<file path="src/rtl/arb_pkg.sv">
// Shared types and constants for the four-way round-robin decoder arbiter,
// including the rotating-priority winner search used by the top level.
package arb_pkg;

    localparam int NUM_REQ = 4;
    localparam int ADDR_W  = 2;

    typedef enum logic {
        IDLE  = 1'b0,
        GRANT = 1'b1
    } arb_state_t;

    // First set request scanning upward from ptr with wrap 3->0.
    // When no request is set the result is ptr; callers gate on |req.
    function automatic logic [ADDR_W-1:0] rr_pick(
        input logic [NUM_REQ-1:0] req,
        input logic [ADDR_W-1:0]  ptr
    );
        logic [ADDR_W-1:0] idx;
        logic [ADDR_W-1:0] pick;
        logic              found;
        pick  = ptr;
        found = 1'b0;
        for (int k = 0; k < NUM_REQ; k++) begin
            idx = ptr + ADDR_W'(k);
            if (!found && req[idx]) begin
                pick  = idx;
                found = 1'b1;
            end
        end
        return pick;
    endfunction

endpackage

</file>
<file path="src/rtl/grant_decoder.sv">
// 2-to-4 decoder with enable; turns the registered winner address into a
// one-hot grant, all outputs low while enable is low.
module grant_decoder (
    input  logic addr0,
    input  logic addr1,
    input  logic enable,
    output logic out0,
    output logic out1,
    output logic out2,
    output logic out3
);

    assign out0 = enable & ~addr1 & ~addr0;
    assign out1 = enable & ~addr1 &  addr0;
    assign out2 = enable &  addr1 & ~addr0;
    assign out3 = enable &  addr1 &  addr0;

endmodule

</file>
<file path="src/rtl/rr_decoder_arbiter.sv">
// Four-way round-robin arbiter: registers winner address + enable, decodes them
// into a one-hot grant. Optional grant timeout is compiled in with ARB_TIMEOUT_EN.
module rr_decoder_arbiter
    import arb_pkg::*;
#(
    parameter int HOLD_MAX = 15
) (
    input  logic               clk,
    input  logic               reset,
    input  logic [NUM_REQ-1:0] req,
    input  logic               done,
    output logic [NUM_REQ-1:0] gnt,
    output logic               addr0,
    output logic               addr1,
    output logic               enable,
    output logic               timeout
);

    if (HOLD_MAX < 2 || HOLD_MAX > 255) begin : g_hold_max_range
        $error("rr_decoder_arbiter: HOLD_MAX must be within 2..255");
    end

    arb_state_t        r_state;
    logic [ADDR_W-1:0] r_addr;
    logic              r_enable;
    logic [ADDR_W-1:0] r_ptr;

    arb_state_t        w_next_state;
    logic [ADDR_W-1:0] w_next_addr;
    logic              w_next_enable;
    logic [ADDR_W-1:0] w_next_ptr;
    logic [ADDR_W-1:0] w_pick;
    logic              w_release;

`ifdef ARB_TIMEOUT_EN
    logic [7:0] r_hold_cnt;
    logic       r_timeout;
    logic [7:0] w_next_hold_cnt;
    logic       w_next_timeout;
    logic       w_force;
`endif

    always_ff @(posedge clk or posedge reset) begin
        if (reset) begin
            r_state  <= IDLE;
            r_addr   <= '0;
            r_enable <= 1'b0;
            r_ptr    <= '0;
        end else begin
            r_state  <= w_next_state;
            r_addr   <= w_next_addr;
            r_enable <= w_next_enable;
            r_ptr    <= w_next_ptr;
        end
    end

`ifdef ARB_TIMEOUT_EN
    always_ff @(posedge clk or posedge reset) begin
        if (reset) begin
            r_hold_cnt <= '0;
            r_timeout  <= 1'b0;
        end else begin
            r_hold_cnt <= w_next_hold_cnt;
            r_timeout  <= w_next_timeout;
        end
    end
`endif

    always_comb begin
        w_next_state  = r_state;
        w_next_addr   = r_addr;
        w_next_enable = r_enable;
        w_next_ptr    = r_ptr;
        w_pick        = rr_pick(req, r_ptr);
        w_release     = 1'b0;
`ifdef ARB_TIMEOUT_EN
        w_next_hold_cnt = r_hold_cnt;
        w_next_timeout  = 1'b0;
        w_force         = 1'b0;
`endif
        case (r_state)
            IDLE: begin
                w_next_enable = 1'b0;
                if (|req) begin
                    w_next_addr   = w_pick;
                    w_next_enable = 1'b1;
                    w_next_state  = GRANT;
`ifdef ARB_TIMEOUT_EN
                    w_next_hold_cnt = '0;
`endif
                end
            end
            GRANT: begin
                // done and a dropped request on the same edge are one release.
                w_release = done | ~req[r_addr];
`ifdef ARB_TIMEOUT_EN
                // Count reaches HOLD_MAX-1 on the last allowed grant cycle.
                w_force         = ~w_release & (r_hold_cnt == 8'(HOLD_MAX - 1));
                w_next_hold_cnt = r_hold_cnt + 8'd1;
                w_next_timeout  = w_force;
                if (w_force) begin
                    w_next_enable = 1'b0;
                    w_next_ptr    = r_addr + 2'd1;
                    w_next_state  = IDLE;
                end
`endif
                if (w_release) begin
                    w_next_enable = 1'b0;
                    w_next_ptr    = r_addr + 2'd1;
                    w_next_state  = IDLE;
                end
            end
            default: begin
                w_next_state  = IDLE;
                w_next_enable = 1'b0;
            end
        endcase
    end

    grant_decoder u_grant_decoder (
        .addr0  (r_addr[0]),
        .addr1  (r_addr[1]),
        .enable (r_enable),
        .out0   (gnt[0]),
        .out1   (gnt[1]),
        .out2   (gnt[2]),
        .out3   (gnt[3])
    );

    assign addr0  = r_addr[0];
    assign addr1  = r_addr[1];
    assign enable = r_enable;

`ifdef ARB_TIMEOUT_EN
    assign timeout = r_timeout;
`else
    assign timeout = 1'b0;
`endif

endmodule

</file>
<file path="config.mk">
export PLATFORM = sky130hd
export DESIGN_NAME = rr_decoder_arbiter
export DESIGN_NICKNAME = d
export VERILOG_FILES = /design/src/rtl/arb_pkg.sv /design/src/rtl/grant_decoder.sv /design/src/rtl/rr_decoder_arbiter.sv
export SDC_FILE = /design/constraint.sdc
export NUM_CORES = 1
export LEC_CHECK = 0
export BUFFER_PORTS_ARGS = -buffer_cell sky130_fd_sc_hd__buf_4
export CORE_AREA = 4 4 41 43
export DETAILED_ROUTE_END_ITERATION = 16
export DIE_AREA = 0 0 45 47
export GPL_TIMING_DRIVEN = 0
export PLACE_DENSITY = 0.66
export SYNTH_ARGS = -nofsm -noshare
export SYNTH_HDL_FRONTEND = slang
export SYNTH_SLANG_ARGS = --single-unit
</file>
<file path="constraint.sdc">
create_clock -name clk -period 2.09 [get_ports clk]
set_clock_uncertainty 0.1 [all_clocks]
set_input_delay 0.209 -clock clk [delete_from_list [all_inputs] [get_ports clk]]
set_output_delay 0.209 -clock clk [all_outputs]
set_load 0.01 [all_outputs]
</file>
==> key figures <==
Status
  – Outcome: finished, final reports clean

Logic synthesis
  – Warnings, synthesis: 0
  – Syn Area/Cell: 9.151 µm²
  – Area contributors post-synth: sky130_fd_sc_hd__dfrtp_1 (32%), sky130_fd_sc_hd__buf_4 (8.0%), sky130_fd_sc_hd__mux2i_1 (6.4%)
  – Fraction of post-synthesis cell area in the top cell type by area: 0.3217
  – Cell count after synthesis: 51
  – Area of the mapped netlist: 466.7 µm²
  – Share of the yosys chip area belonging to registers: 0.3217
  – Net count after synthesis: 58
  – Synth Register Bits: 6
  – Count of cell types in the netlist: 31
  – Largest area contributor in the netlist: sky130_fd_sc_hd__dfrtp_1

Min path
  – Worst hold path type: in -> reg
  – Worst hold stages: 3

Timing
  – RSZ-0062 raised after global routing: no
  – Worst path setup slack after routing: 0.3529 ns
  – Highest clock rate: 575.7 MHz
  – Final Max Slew Viols: 0
  – Setup violators final: 0
  – Final hold violations: 0
  – Clock period minus worst slack: 1.737 ns
  – Final setup TNS: 0 ns
  – Final critical-path share of the clock period: 0.8311

Route
  – WL per Instance: 11.18 µm
  – Ratio of routed vias to standard cells: 5.108
  – Remaining antenna violation count: 0
  – Routed WL: 928 µm
  – Total number of vias: 424
  – First-pass DRT Iterations: 4
  – Number of DRC markers after the initial detailed-route iteration: 3
  – DRC violation count after routing: 0

Place
  – Post-detailed-placement cell area: 583.1 µm²
  – Placement Setup Slack: 0.3728 ns
  – Count of buffers from port buffering: 13
  – Count of placed standard cells including taps: 79
  – Final estimated routing congestion in global placement: 0.7848
  – Post-detail-place hpwl: 727.7 µm

Clock network
  – CTS Hold Bufs: 1
  – Clk Tree Root Cell: sky130_fd_sc_hd__clkbuf_4
  – Count of H-tree levels built during CTS: 1
  – Clock latency at the later pin of the worst-skew pair: 0.24 ns
  – Resized cells post-CTS: 0
  – Clk slew on worst S/H paths: 0.04 ns
  – Total clock buffers created by CTS: 3
  – CTS tree: yes
  – Maximum count of clock buffers along a single path: 2
  – Setup fix buffers added after clock tree synthesis: 0
  – Number of sinks handled by clock tree synthesis: 6

Floorplanning
  – Vertical extent of the die: 47 µm
  – Effective utilization at floorplan: 0.3587
  – Core area: 1301 µm²
  – Die Wd: 45 µm
  – Number of placement rows: 13
  – Total die area: 2115 µm²
  – Total I/O pin count: 15

Worst setup path
  – Beginning of the worst register-to-register path: r_addr[1]$_DFFE_PP0P_
  – Worst Setup Path Type: reg -> reg
  – Sort of element at the end of the critical path: flop
  – Data arrival at the endpoint of the critical path: 1.76 ns
  – Critical Path Sink: r_ptr[1]$_DFFE_PP0P_
  – Flop-to-flop setup slack: 0.35 ns
  – Worst Path Required: 2.11 ns
  – Largest driver fanout on the critical path: 9
  – Crit path launch: r_addr[1]$_DFFE_PP0P_
  – Crit Reg-Reg Endpoint: r_ptr[1]$_DFFE_PP0P_
  – CP Launch Type: flop
  – Worst R2R Path Depth: 3

Pwr
  – Worst voltage drop across the vdd grid: 775.0 µV
  – Power density cells: 1266 nW/µm²
  – Static leakage: 0.3106 nW

Global routing
  – Number of antenna violations at the first check in global routing: 0
  – Wire length of the first global-routing pass: 1524 µm
  – Overall track demand over capacity in global routing: 0.1053
  – Grt total ovfl: 0
  – Number of global-route vias before repair: 387
  – Maximum number of pins on one net before global-route repair: 10

Layout
  – Area added between synthesis and finish: 31.90%
  – Cell area after layout: 615.6 µm²
  – Diode insertion count for antenna repair: 0
  – Net count of the finished layout: 77
  – Layout cells sized above 1: 0.4265
  – Fraction of the core area covered by cells at the end of the flow: 0.4731
  – Final cell count without fillers: 83

Flow run
  – Max Cap Viol: 0
==> area by class of cell <==
class / count / area [µm²]
Fill cell: 137 / 685.7
Multi-Input combinational cell: 36 / 262.8
Sequential cell: 6 / 150.1
Timing Repair Buffer: 14 / 107.6
Buffer: 6 / 42.54
Clock buffer: 3 / 22.52
Tap cell: 15 / 18.77
Inverter: 3 / 11.26
==> cells in the mapped netlist <==
cell type	count
sky130_fd_sc_hd__and3b_1	1
sky130_fd_sc_hd__o32a_1	1
sky130_fd_sc_hd__nor3b_1	1
sky130_fd_sc_hd__mux2i_1	3
sky130_fd_sc_hd__nor2b_1	2
sky130_fd_sc_hd__mux2_2	1
sky130_fd_sc_hd__a31oi_1	1
sky130_fd_sc_hd__or4_4	1
sky130_fd_sc_hd__nor3_1	3
sky130_fd_sc_hd__a2111o_1	1
sky130_fd_sc_hd__a21boi_0	2
sky130_fd_sc_hd__and2_4	1
sky130_fd_sc_hd__buf_4	5
sky130_fd_sc_hd__and3_1	1
sky130_fd_sc_hd__or2_2	1
sky130_fd_sc_hd__conb_1	1
sky130_fd_sc_hd__dfrtp_1	6
sky130_fd_sc_hd__nand2_1	1
sky130_fd_sc_hd__nor2_1	2
sky130_fd_sc_hd__and3b_2	1
sky130_fd_sc_hd__and2b_2	1
sky130_fd_sc_hd__xor2_1	1
sky130_fd_sc_hd__o21ai_0	3
sky130_fd_sc_hd__buf_2	1
sky130_fd_sc_hd__nand2b_1	1
sky130_fd_sc_hd__a21oi_1	1
sky130_fd_sc_hd__a41o_2	1
sky130_fd_sc_hd__inv_1	3
sky130_fd_sc_hd__or3_1	1
sky130_fd_sc_hd__o21bai_1	1
sky130_fd_sc_hd__o221ai_1	1
==> metrics by stage <==
stage / power (mW) / hold WS (ns)
2_1_floorplan: 0.5311 / -0.1000
3_3_place_gp: 0.6736 / 0.03458
3_5_place_dp: 0.6817 / 0.03699
4_1_cts: 0.7932 / 0.1885
5_1_grt: 0.8509 / 0.2016
6_report: 0.7794 / 0.1968
==> cells in the final DEF (no fill, tap or decap) <==
cell,count
sky130_fd_sc_hd__and3b_1,1
sky130_fd_sc_hd__a31oi_1,1
sky130_fd_sc_hd__a21boi_0,2
sky130_fd_sc_hd__xor2_1,1
sky130_fd_sc_hd__nor2b_1,2
sky130_fd_sc_hd__nand2_1,1
sky130_fd_sc_hd__and2b_2,1
sky130_fd_sc_hd__or3_1,1
sky130_fd_sc_hd__o221ai_1,1
sky130_fd_sc_hd__nor3b_1,1
sky130_fd_sc_hd__dfrtp_1,6
sky130_fd_sc_hd__or2_2,1
sky130_fd_sc_hd__buf_4,18
sky130_fd_sc_hd__o21ai_0,3
sky130_fd_sc_hd__mux2i_1,3
sky130_fd_sc_hd__o21bai_1,1
sky130_fd_sc_hd__inv_1,3
sky130_fd_sc_hd__and3b_2,1
sky130_fd_sc_hd__a41o_2,1
sky130_fd_sc_hd__nor3_1,3
sky130_fd_sc_hd__mux2_2,1
sky130_fd_sc_hd__dlygate4sd3_1,1
sky130_fd_sc_hd__and3_1,1
sky130_fd_sc_hd__a21oi_1,1
sky130_fd_sc_hd__nor2_1,2
sky130_fd_sc_hd__or4_4,1
sky130_fd_sc_hd__nand2b_1,1
sky130_fd_sc_hd__buf_2,1
sky130_fd_sc_hd__a2111o_1,1
sky130_fd_sc_hd__clkbuf_4,3
sky130_fd_sc_hd__and2_4,1
sky130_fd_sc_hd__o32a_1,1
sky130_fd_sc_hd__conb_1,1
==> where the power goes <==
| group | internal (mW) | total (mW) | switching, mW |
|---|---|---|---|
| sequential | 0.177 | 0.240 | 0.0627 |
| clock | 0.0647 | 0.103 | 0.0378 |
| combinational | 0.243 | 0.437 | 0.194 |
==> routing by layer <==
| metal | wire [µm] | up-vias | track usage |
|---|---|---|---|
| li1 | - | 216 | - |
| met1 | 433 | 184 | 0.1168 |
| met2 | 390 | 22 | 0.1554 |
| met3 | 95 | 2 | 0.06513 |
| met4 | 8 | 0 | 0.05848 |
| met5 | 0 | - | 0 |
==> state kept, by name (all words and copies together), names as in the netlist <==
signal / flops
enable: 1
r_addr: 2
r_ptr: 2
r_state: 1
==> worst max-delay path, cell delays in order (launching register included) <==
cell,delay [ns]
sky130_fd_sc_hd__dfrtp_1,0.46
sky130_fd_sc_hd__or2_2,0.34
sky130_fd_sc_hd__o221ai_1,0.33
sky130_fd_sc_hd__mux2_2,0.38
==> kinds of logic after synthesis <==
family	synth area share
mux	0.08847
compound gates	0.1930
simple gates	0.2547
other cells	0.008035
flops	0.3217
xor+xnor	0.01877
buf+inv	0.1153
==> how the worst min path moves through the flow <==
stage,endpoint,slack [ns],from
after floorplan,enable$_DFFE_PP0P_,-0.10,reset
after global placement,r_addr[0]$_DFFE_PP0P_,0.03,reset
after detailed placement,r_addr[0]$_DFFE_PP0P_,0.04,reset
after CTS,r_addr[1]$_DFFE_PP0P_,0.19,req[1]
after global routing,r_addr[1]$_DFFE_PP0P_,0.20,req[1]
final,r_addr[1]$_DFFE_PP0P_,0.20,req[1]
Note: power is estimated with default switching activity, not from simulation.
